### src/rtl/ctrl_decode_stage.sv
// Control-decode stage: decodes mode/opcode/S/cond into execute controls and buffers them in a 2-entry skid buffer.
// Optional feature macro CTRL_COND_EXEC_EN enables ARM condition evaluation against status {N,Z,C,V}.
module ctrl_decode_stage #(
  parameter int CMD_W = 4,
  parameter int TAG_W = 32
) (
  input  logic             clk,
  input  logic             rst_n,
  input  logic             flush,
  input  logic             in_valid,
  output logic             in_ready,
  input  logic [1:0]       in_mode,
  input  logic [3:0]       in_opcode,
  input  logic             in_s,
  input  logic [3:0]       in_cond,
  input  logic [TAG_W-1:0] in_tag,
  input  logic [3:0]       status,
  output logic             out_valid,
  input  logic             out_ready,
  output logic [CMD_W-1:0] exec_cmd,
  output logic             mem_read_en,
  output logic             mem_write_en,
  output logic             wb_en,
  output logic             branch_en,
  output logic             s_out,
  output logic             cond_fail,
  output logic             illegal,
  output logic [TAG_W-1:0] out_tag
);

  typedef enum logic [1:0] {S_EMPTY, S_ONE, S_TWO} state_t;

  typedef struct packed {
    logic [CMD_W-1:0] cmd;
    logic             rd;
    logic             wr;
    logic             wb;
    logic             br;
    logic             s;
    logic             cf;
    logic             ill;
    logic [TAG_W-1:0] tag;
  } entry_t;

  state_t state, state_n;
  entry_t head, skid, dec;
  logic   in_ready_q;
  logic   cond_pass;
  logic   accept, pop;
  logic   head_ld_in, head_ld_skid, skid_ld;
  logic [3:0] cmd4;

  // Condition check is evaluated on the accept cycle, so status is sampled exactly once per entry.
`ifdef CTRL_COND_EXEC_EN
  logic flag_n, flag_z, flag_c, flag_v;
  assign {flag_n, flag_z, flag_c, flag_v} = status;

  always_comb begin
    cond_pass = 1'b0;
    case (in_cond)
      4'b0000: cond_pass = flag_z;
      4'b0001: cond_pass = !flag_z;
      4'b0010: cond_pass = flag_c;
      4'b0011: cond_pass = !flag_c;
      4'b0100: cond_pass = flag_n;
      4'b0101: cond_pass = !flag_n;
      4'b0110: cond_pass = flag_v;
      4'b0111: cond_pass = !flag_v;
      4'b1000: cond_pass = flag_c && !flag_z;
      4'b1001: cond_pass = !flag_c || flag_z;
      4'b1010: cond_pass = (flag_n == flag_v);
      4'b1011: cond_pass = (flag_n != flag_v);
      4'b1100: cond_pass = !flag_z && (flag_n == flag_v);
      4'b1101: cond_pass = flag_z || (flag_n != flag_v);
      4'b1110: cond_pass = 1'b1;
      default: cond_pass = 1'b0;
    endcase
  end
`else
  logic unused_cond;
  assign unused_cond = ^{in_cond, status};
  assign cond_pass   = 1'b1;
`endif

  // NOTE: every signal written in an always_comb gets a default first, so no path can infer a latch.
  always_comb begin
    cmd4    = 4'b0000;
    dec     = '0;
    dec.tag = in_tag;
    case (in_mode)
      2'b00: begin
        dec.wb = 1'b1;
        dec.s  = in_s;
        case (in_opcode)
          4'b1101: cmd4 = 4'b0001;
          4'b1111: cmd4 = 4'b1001;
          4'b0100: cmd4 = 4'b0010;
          4'b0101: cmd4 = 4'b0011;
          4'b0010: cmd4 = 4'b0100;
          4'b0110: cmd4 = 4'b0101;
          4'b0000: cmd4 = 4'b0110;
          4'b1100: cmd4 = 4'b0111;
          4'b0001: cmd4 = 4'b1000;
          4'b1010: begin cmd4 = 4'b1100; dec.wb = 1'b0; dec.s = 1'b1; end
          4'b1000: begin cmd4 = 4'b1110; dec.wb = 1'b0; dec.s = 1'b1; end
          default: begin dec.wb = 1'b0; dec.s = 1'b0; dec.ill = 1'b1; end
        endcase
      end
      2'b01: begin
        cmd4   = 4'b0010;
        dec.rd = in_s;
        dec.wb = in_s;
        dec.wr = !in_s;
      end
      2'b10:   dec.br  = 1'b1;
      default: dec.ill = 1'b1;
    endcase
    dec.cmd = CMD_W'(cmd4);
    // A squashed entry still flows downstream so the tag stays ordered; only its side effects are removed.
    if (!cond_pass) begin
      dec.rd  = 1'b0;
      dec.wr  = 1'b0;
      dec.wb  = 1'b0;
      dec.br  = 1'b0;
      dec.s   = 1'b0;
      dec.ill = 1'b0;
      dec.cf  = 1'b1;
    end
  end

  assign out_valid = (state != S_EMPTY);
  assign accept    = in_valid && in_ready_q;
  assign pop       = out_valid && out_ready;

  always_comb begin
    state_n      = state;
    head_ld_in   = 1'b0;
    head_ld_skid = 1'b0;
    skid_ld      = 1'b0;
    if (flush) begin
      state_n = S_EMPTY;
    end else begin
      case (state)
        S_EMPTY: if (accept) begin state_n = S_ONE; head_ld_in = 1'b1; end
        S_ONE: begin
          if (accept && pop)  head_ld_in = 1'b1;
          else if (accept)    begin state_n = S_TWO; skid_ld = 1'b1; end
          else if (pop)       state_n = S_EMPTY;
        end
        S_TWO:   if (pop) begin state_n = S_ONE; head_ld_skid = 1'b1; end
        default: state_n = S_EMPTY;
      endcase
    end
  end

  // NOTE: sequential state uses non-blocking assignments so every register samples pre-edge values.
  always_ff @(posedge clk or negedge rst_n) begin
    if (!rst_n) begin
      state      <= S_EMPTY;
      in_ready_q <= 1'b1;
    end else begin
      state      <= state_n;
      in_ready_q <= (state_n != S_TWO);
    end
  end

  // NOTE: the two buffer slots are reset because their contents drive the outputs directly out of reset.
  always_ff @(posedge clk or negedge rst_n) begin
    if (!rst_n) begin
      head <= '0;
      skid <= '0;
    end else begin
      if (head_ld_in)        head <= dec;
      else if (head_ld_skid) head <= skid;
      if (skid_ld)           skid <= dec;
    end
  end

  assign in_ready     = in_ready_q;
  assign exec_cmd     = head.cmd;
  assign mem_read_en  = head.rd;
  assign mem_write_en = head.wr;
  assign wb_en        = head.wb;
  assign branch_en    = head.br;
  assign s_out        = head.s;
  assign cond_fail    = head.cf;
  assign illegal      = head.ill;
  assign out_tag      = head.tag;

endmodule

### config.mk
export PLATFORM = sky130hd
export DESIGN_NAME = ctrl_decode_stage
export DESIGN_NICKNAME = d
export VERILOG_FILES = /design/src/rtl/ctrl_decode_stage.sv
export SDC_FILE = /design/constraint.sdc
export NUM_CORES = 1
export LEC_CHECK = 0
export BUFFER_PORTS_ARGS = -buffer_cell sky130_fd_sc_hd__buf_2
export CORE_UTILIZATION = 25
export CTS_CLUSTER_DIAMETER = 150
export DETAILED_ROUTE_END_ITERATION = 10
export HOLD_SLACK_MARGIN = 0.15
export SYNTH_ARGS = -nofsm -noshare
export SYNTH_HDL_FRONTEND = slang
export SYNTH_SLANG_ARGS = --single-unit
export TNS_END_PERCENT = 20
### constraint.sdc
create_clock -name clk -period 1.3 [get_ports clk]
set_input_delay 0.39 -clock clk [delete_from_list [all_inputs] [get_ports clk]]
set_output_delay 0.39 -clock clk [all_outputs]
set_load 0.005 [all_outputs]
==> results.cfg, run 1 <==
[synth]
synthArstFlopShare_pct = 100
synth_top_area_cell = dfrtp_1
syn_area_per_cell_sq_um = 11.5
ys_ff_latch = 87
syn_area_sq_um = 3850
synth_area_leaders = dfrtp_1, mux2_2, nand2_1
ys_seq_area_share_pct = 56.6
synth_most_common_cell = dfrtp_1
synth_edf_count = 0
synth_cell_type_count = 43
synth_top_area_share_pct = 55.9
syn-num-nets = 391
synth_flop_cell = dfrtp_1
netlist_instances = 336
ys.warnings.count = 0
synth_common_cells = dfrtp_1, nand2_1, a22oi_1

[setup_path]
reg2reg_setup_slack_ns = -0.23
rr_startpoint = state[1]
crit_start = state[1]
endpoint_kind = primary output
critPathRequiredTime_ns = 0.91
worstSetupPathType = register to primary output
arrival_ns = 1.18
critPathLaunchType = register
crit_end = out_valid
reg2reg_to = out_tag[27]
cp_max_fo = 2
rr_worst_depth = 7

[route]
vias_per_cell = 4.64
vias = 2999
first_pass_iters = 4
drt_first_iter_violations = 116
drt-total-wl_um = 9760
drc_errors = 0
wl_per_cell_um = 15.1
final_antenna_net_count = 0

[run_status]
violations = negative setup slack
status = complete, but fails checks

[global_routing]
antenna_found_initial = 0
grt_first_pass_wirelength_um = 15100
track_usage_pct = 12.2
grt_pass1_vias = 3049
grt_max_degree = 26
grt.overflow.total = 0

[floorplanning]
initial_utilization_pct = 26.1
die_width_um = 126
die_height_um = 126
num_rows = 44
core_sq_um = 14800
die_area_sq_um = 15900
io_pins = 97

[power]
power.density_nw_per_um2 = 1440
p_leak_uw = 0.00262
p_total_uw = 7660
ir_drop_v = 0.000775

[timing]
setup_viol = 87
fmax_mhz = 639
setup_slack_ns = -0.265
fin_crit_sh_pct = 120
grt_setup_unrepaired = true
hold_viol_final = 0
fin_skew_ns = 0.00292
slew_viol_final = 0
finalSetupTns_ns = -15.73
fin_crit_ns = 1.57

[finish]
fin_nets = 513
drive_gt1_share_pct = 46.4
multi_input_area_sq_um = 1580
num-fill-cells = 1500
area_growth_pct = 38.7
register_area_sq_um = 2180
diodes = 0

[place]
hpwl_um = 6480
gp_congestion = 0.742
io_buffers = 87

[cts]
clkLatencyLatePin_ns = 0.34
clkSinkCount = 87
cts.path.max_buffers = 2
cts.reportedPaths.clkPinSlew_ns = 0.06
cts_made_buffers = 9
cts_max_level = 3
cts_root_buf = clkbuf_16
cts_tree = done

[worst_hold_path]
hold_path_class = input pin to register

[job]
max_cap_violations = 0
what timing repair did:
| action | 4_1_cts | 5_1_grt |
|---|---|---|
| gates resized for setup | 30 | 20 |
| hold buffers | 1 | 0 |
| hold endpoints to repair | 19 | 0 |
| endpoints found under the setup margin | 88 | 88 |
| pin swaps | 7 | 4 |
| gates cloned | 0 | 4 |
| setup buffers | 2 | 1 |
through the flow:
stage	std cells	util (%)	hold WS, ns	cell area [sq um]	setup WS, ns
3_5_place_dp	623	32.1	0.341	4740	-0.246
5_1_grt	647	36.2	0.262	5340	-0.307
6_report	647	36.2	0.273	5340	-0.265
2_1_floorplan	336	-	0.0944	3850	-0.122
4_1_cts	642	35.0	0.257	5160	-0.294
3_3_place_gp	623	32.1	0.336	4740	-0.199
sequential cells by signal (all words and copies together), names as in the netlist:
name / count
illegal: 1
wb_en: 1
mem_read_en: 1
skid: 42
mem_write_en: 1
in_ready: 1
state: 2
branch_en: 1
s_out: 1
out_tag: 32
exec_cmd: 4
cell usage in the layout, fill, tap and decap left out, types with 4 or more instances in the layout:
cell,count
nand2_2,7
inv_1,9
buf_6,13
a22oi_1,21
dfrtp_1,86
o21ai_1,5
buf_12,9
clkbuf_16,12
a21oi_1,8
buf_4,25
a22oi_2,11
nand2_1,67
mux2_2,29
nor2b_1,8
a211oi_1,4
mux2_4,6
buf_2,84
o21ai_0,6
final cells by class:
cell class              instances  area share [%]
clock inverters                 4           0.844
repair buffers                135            19.1
multi-input cells             216            29.7
clock buffers                  12            4.62
flip-flops and latches         87            40.8
well taps                     184            4.31
inverters                       9           0.633
worst min path at each step:
| stage | from | to | slack, ns | cells after the start |
|---|---|---|---|---|
| 5_1_grt | in_tag[31] | out_tag[31] | 0.26 | 3 |
| 6_report | in_tag[31] | out_tag[31] | 0.27 | 3 |
| 4_1_cts | in_tag[31] | out_tag[31] | 0.26 | 3 |
| 3_3_place_gp | rst_n | skid[24] | 0.34 | 1 |
| 3_5_place_dp | rst_n | skid[24] | 0.34 | 1 |
| 2_1_floorplan | rst_n | branch_en | 0.09 | 0 |
layer usage:
| metal | share of wire (%) | global-route usage [%] | wire (um) | up-vias |
|---|---|---|---|---|
| met4 | 1.5 | 4.25 | 144 | 0 |
| met2 | 48 | 20.3 | 4680 | 88 |
| met1 | 45 | 14.6 | 4430 | 1485 |
| met3 | 5.1 | 4.21 | 495 | 19 |
| li1 | - | - | - | 1407 |
| met5 | 0 | 0 | 0 | - |
cells by family after synthesis:
logic type               Yosys count  share of synthesized area [%]
AND/OR/NAND/NOR                  103                           12.7
flip-flops                        87                           56.6
AO/OA/AOI/OAI                     68                           12.5
multiplexers                      38                           11.0
buffers and inverters             33                           5.49
adder cells (fa/ha/maj)            3                          0.975
XOR/XNOR                           3                          0.683
other                              1                         0.0974
worst max-delay path, stage by stage, from the launching register on:
cell     delay (ns)
dfrtp_1        0.39
buf_6          0.12
or2_4          0.22
buf_6          0.11
report_power, final:
| part | internal [uW] | switching, uW | total, uW |
|---|---|---|---|
| registers | 3310 | 333 | 3640 |
| clock network | 1530 | 1000 | 2540 |
| logic | 836 | 650 | 1490 |
| total | 5680 | 1990 | 7660 |
(Power assumes the default switching activity.)
==> run 2, diff against run 1 <==
BUFFER_PORTS_ARGS = -buffer_cell sky130_fd_sc_hd__buf_4   (was -buffer_cell sky130_fd_sc_hd__buf_2)
clock period = 1.7 ns   (was 1.3 ns; I/O delays follow)
==> results.cfg, run 2 (same netlist as run 1, synthesis figures left out) <==
[cts]
cts_root_buf = clkbuf_16
cts.reportedPaths.clkPinSlew_ns = 0.06
cts_made_buffers = 9
clkSinkCount = 87
clkLatencyLatePin_ns = 0.34
ctsHoldBuffers = 0
cts_tree = done
cts_max_level = 3
cts.path.max_buffers = 2

[place]
gp_congestion = 0.675
hpwl_um = 5910
pre_cts_ws_ns = -0.0838
io_buffers = 87

[timing]
finalSetupTns_ns = 0
slew_viol_final = 0
fin_crit_sh_pct = 99.3
fin_skew_ns = 0.00780
grt_setup_unrepaired = true
hold_viol_final = 0
fin_crit_ns = 1.69
hold_ws_ns = 0.206
setup_viol = 0
setup_slack_ns = 0.0116
fmax_mhz = 592

[finish]
largest_register = skid
diodes = 0
final_cell_mix = buf_4, dfrtp_1, nand2_1, a22oi_1, mux2_2
area_growth_pct = 32.8
num-fill-cells = 1512
drive_gt1_share_pct = 36.7
final_common_cell = buf_4
largest_reg_flops = 42
fin_nets = 483

[worst_hold_path]
hold_path_class = input pin to asynchronous set/reset pin

[setup_path]
worstSetupPathType = register to primary output
arrival_ns = 1.18
critPathLaunchType = register
critPathRequiredTime_ns = 1.19
critPathMostFrequentCell = buf_6
crit_chain = buf_6 > or2_4 > buf_6
endpoint_kind = primary output
path_buf_inv = 2
cp_max_fo = 2
slowest_stage = dfrtp_1
max_stage_delay_ns = 0.38
cp_top_family = flip-flops

[route]
vias_per_cell = 4.55
drt-total-wl_um = 9100
wl_per_cell_um = 14.7
vias = 2810
final_antenna_net_count = 0
first_pass_iters = 4
drt_first_iter_violations = 122
drc_errors = 0

[global_routing]
track_usage_pct = 11.7
grt.overflow.total = 0
grt_first_pass_wirelength_um = 14400
grt_max_degree = 88
grt_pass1_vias = 2846
antenna_found_initial = 0

[floorplanning]
num_rows = 44
die_area_sq_um = 15900
io_pins = 97
die_width_um = 126
die_height_um = 126
initial_utilization_pct = 26.1
core_sq_um = 14800

[power]
power.density_nw_per_um2 = 1180
ir_drop_v = 0.000638
p_leak_uw = 0.00245
p_total_uw = 6020

[job]
max_cap_violations = 0

[run_status]
status = finished clean
## run 2: through the flow
step | std cells | area (sq um) | util, %
5_1_grt | 617 | 5110 | 34.7
4_1_cts | 616 | 5100 | 34.6
3_5_place_dp | 599 | 4750 | 32.2
6_report | 617 | 5110 | 34.7
3_3_place_gp | 599 | 4750 | 32.2
2_1_floorplan | 336 | 3850 | -
## run 2: worst paths after layout
check,startpoint,endpoint,slack (ns),cells after the start
worst max register to register,in_ready,skid[25],0.07,5
worst min register to register,out_tag[4],out_tag[4],0.47,2
max in group asynchronous,rst_n,in_ready,1.13,2
worst max-delay path,state[1],out_valid,0.01,3
worst min-delay path,rst_n,out_tag[10],0.21,2
min in group clk,flush,state[0],0.34,2
## run 2: area by class of cell
class,count,area (sq um),share of cell area [%]
inverter,9,33.8,0.661
sequential,87,2180,42.6
clock buffer,11,253,4.94
timing repair buffer,104,863,16.9
multi-input combinational,217,1470,28.8
tap,184,230,4.50
clock inverter,5,80.1,1.57
## run 2: layer usage
layer	global-route usage, %	part of all wire (%)	vias to the layer above
met5	0	0	-
li1	-	-	1346
met4	4.46	1.4	0
met3	4.16	5.6	11
met2	19.7	49	66
met1	13.7	44	1387
## run 2: power breakdown
group / switching [uW] / total (uW) / internal (uW) / leakage [uW]
Combinational: 447 / 1080 / 631 / 0.00120
Clock: 811 / 2180 / 1360 / 0.000158
Sequential: 241 / 2770 / 2530 / 0.00108
Total: 1500 / 6020 / 4520 / 0.00244
## run 2: repair_timing
item,CTS,global route
buffers inserted,1,0
pin swaps,0,1
setup endpoints to repair,1,37
resized for setup,3,2
cloned,0,1
==> run 3, diff against run 2 <==
SETUP_SLACK_MARGIN = 0.5   (was unset)
==> results.cfg, run 3 (same netlist as run 1, synthesis figures left out) <==
[setup_path]
critPathRequiredTime_ns = 1.19
worstSetupPathType = register to primary output
slowest_stage = dfrtp_1
crit_chain = or2_4 > buf_6
critPathLaunchType = register
endpoint_kind = primary output
arrival_ns = 1.10
reg2reg_setup_slack_ns = 0.11
cp_max_fo = 2
max_stage_delay_ns = 0.39

[place]
gp_congestion = 0.743
hpwl_um = 6170
pre_cts_ws_ns = 0.0264
dp.cells = 597
io_buffers = 87

[global_routing]
grt_max_degree = 38
antenna_found_initial = 0
grt_pass1_vias = 2951
track_usage_pct = 12.7
grt.overflow.total = 0
grt_first_pass_wirelength_um = 15400

[floorplanning]
die_area_sq_um = 15900
io_pins = 97
die_width_um = 126
core_sq_um = 14800
initial_utilization_pct = 26.1
num_rows = 44
die_height_um = 126

[finish]
largest_register = skid
drive_gt1_share_pct = 40.1
final_common_cell = buf_4
num-fill-cells = 1470
largest_reg_flops = 42
fin_cells = 628
diodes = 0
area_growth_pct = 39.2
fin_nets = 494
final_cell_mix = buf_4, dfrtp_1, nand2_1, mux2_2, a22oi_1

[timing]
fin_crit_ns = 1.61
slew_viol_final = 0
hold_viol_final = 0
grt_setup_unrepaired = true
setup_viol = 0
hold_ws_ns = 0.355
fin_crit_sh_pct = 94.8
finalSetupTns_ns = 0
fin_skew_ns = 0.00634
setup_slack_ns = 0.0892
fmax_mhz = 621

[route]
final_antenna_net_count = 0
drt-total-wl_um = 9680
vias_per_cell = 4.63
wl_per_cell_um = 15.4
drt_first_iter_violations = 119
vias = 2910
first_pass_iters = 4
drc_errors = 0

[cts]
cts_tree = done
clkSinkCount = 87
cts.reportedPaths.clkPinSlew_ns = 0.06
cts.path.max_buffers = 2
cts_made_buffers = 9
cts_max_level = 3
clkLatencyLatePin_ns = 0.35
cts_root_buf = clkbuf_16

[power]
p_total_uw = 5820
power.density_nw_per_um2 = 1090
p_leak_uw = 0.00255
ir_drop_v = 0.000520

[job]
max_cap_violations = 0

[run_status]
status = finished clean

[worst_hold_path]
hold_path_class = input pin to register
==> run 3: per-layer routing <==
metal	vias up	track usage, %	part of all wire, %
li1	1373	-	-
met1	1453	15.5	45
met2	71	20.7	48
met3	13	4.63	5.4
met4	0	4.04	1.2
met5	-	0	0
==> run 3: worst paths after layout <==
| kind | cells past startpoint | startpoint | to |
|---|---|---|---|
| setup / recovery | 2 | state[1] | out_valid |
| hold / removal | 2 | flush | state[0] |
| setup reg to reg | 7 | state[1] | out_tag[8] |
| hold reg to reg | 2 | out_tag[1] | out_tag[1] |
| max in group asynchronous | 3 | rst_n | in_ready |
| min in group asynchronous | 2 | rst_n | out_tag[2] |
==> run 3: critical path: cells and delay by family, from the launching register on <==
family / cells / cell delay [ns]
buffers and inverters: 1 / 0.11
flip-flops: 1 / 0.39
AND/OR/NAND/NOR: 1 / 0.26
==> run 3: what timing repair did <==
| item | 4_1_cts | 5_1_grt |
|---|---|---|
| hold endpoints to repair | 20 | 0 |
| setup endpoints to repair | 130 | 147 |
| buffers inserted | 7 | 2 |
| hold buffers | 1 | 0 |
| pin swaps | 2 | 10 |
| gates resized for setup | 4 | 11 |
| gates cloned | 3 | 2 |
==> run 3: stage by stage <==
step	util [%]	cell area [sq um]
global placement	32.5	4800
detailed placement	32.5	4800
CTS	35.6	5250
finish	36.3	5360
global route	36.3	5360
floorplan	-	3890
==> run 3: where the power goes <==
group	switching [uW]	internal, uW	leakage [uW]
Sequential	253	2530	0.00109
Clock	801	1070	0.000136
Combinational	471	695	0.00133
Total	1530	4290	0.00255
==> run 3: final cells by class <==
cell class	instances	area, sq um	share of cell area (%)
tap	184	230	4.30
sequential	87	2180	40.7
clock inverter	3	17.5	0.327
timing repair buffer	116	1110	20.8
clock buffer	13	260	4.86
inverter	9	33.8	0.631
multi-input combinational	216	1520	28.5
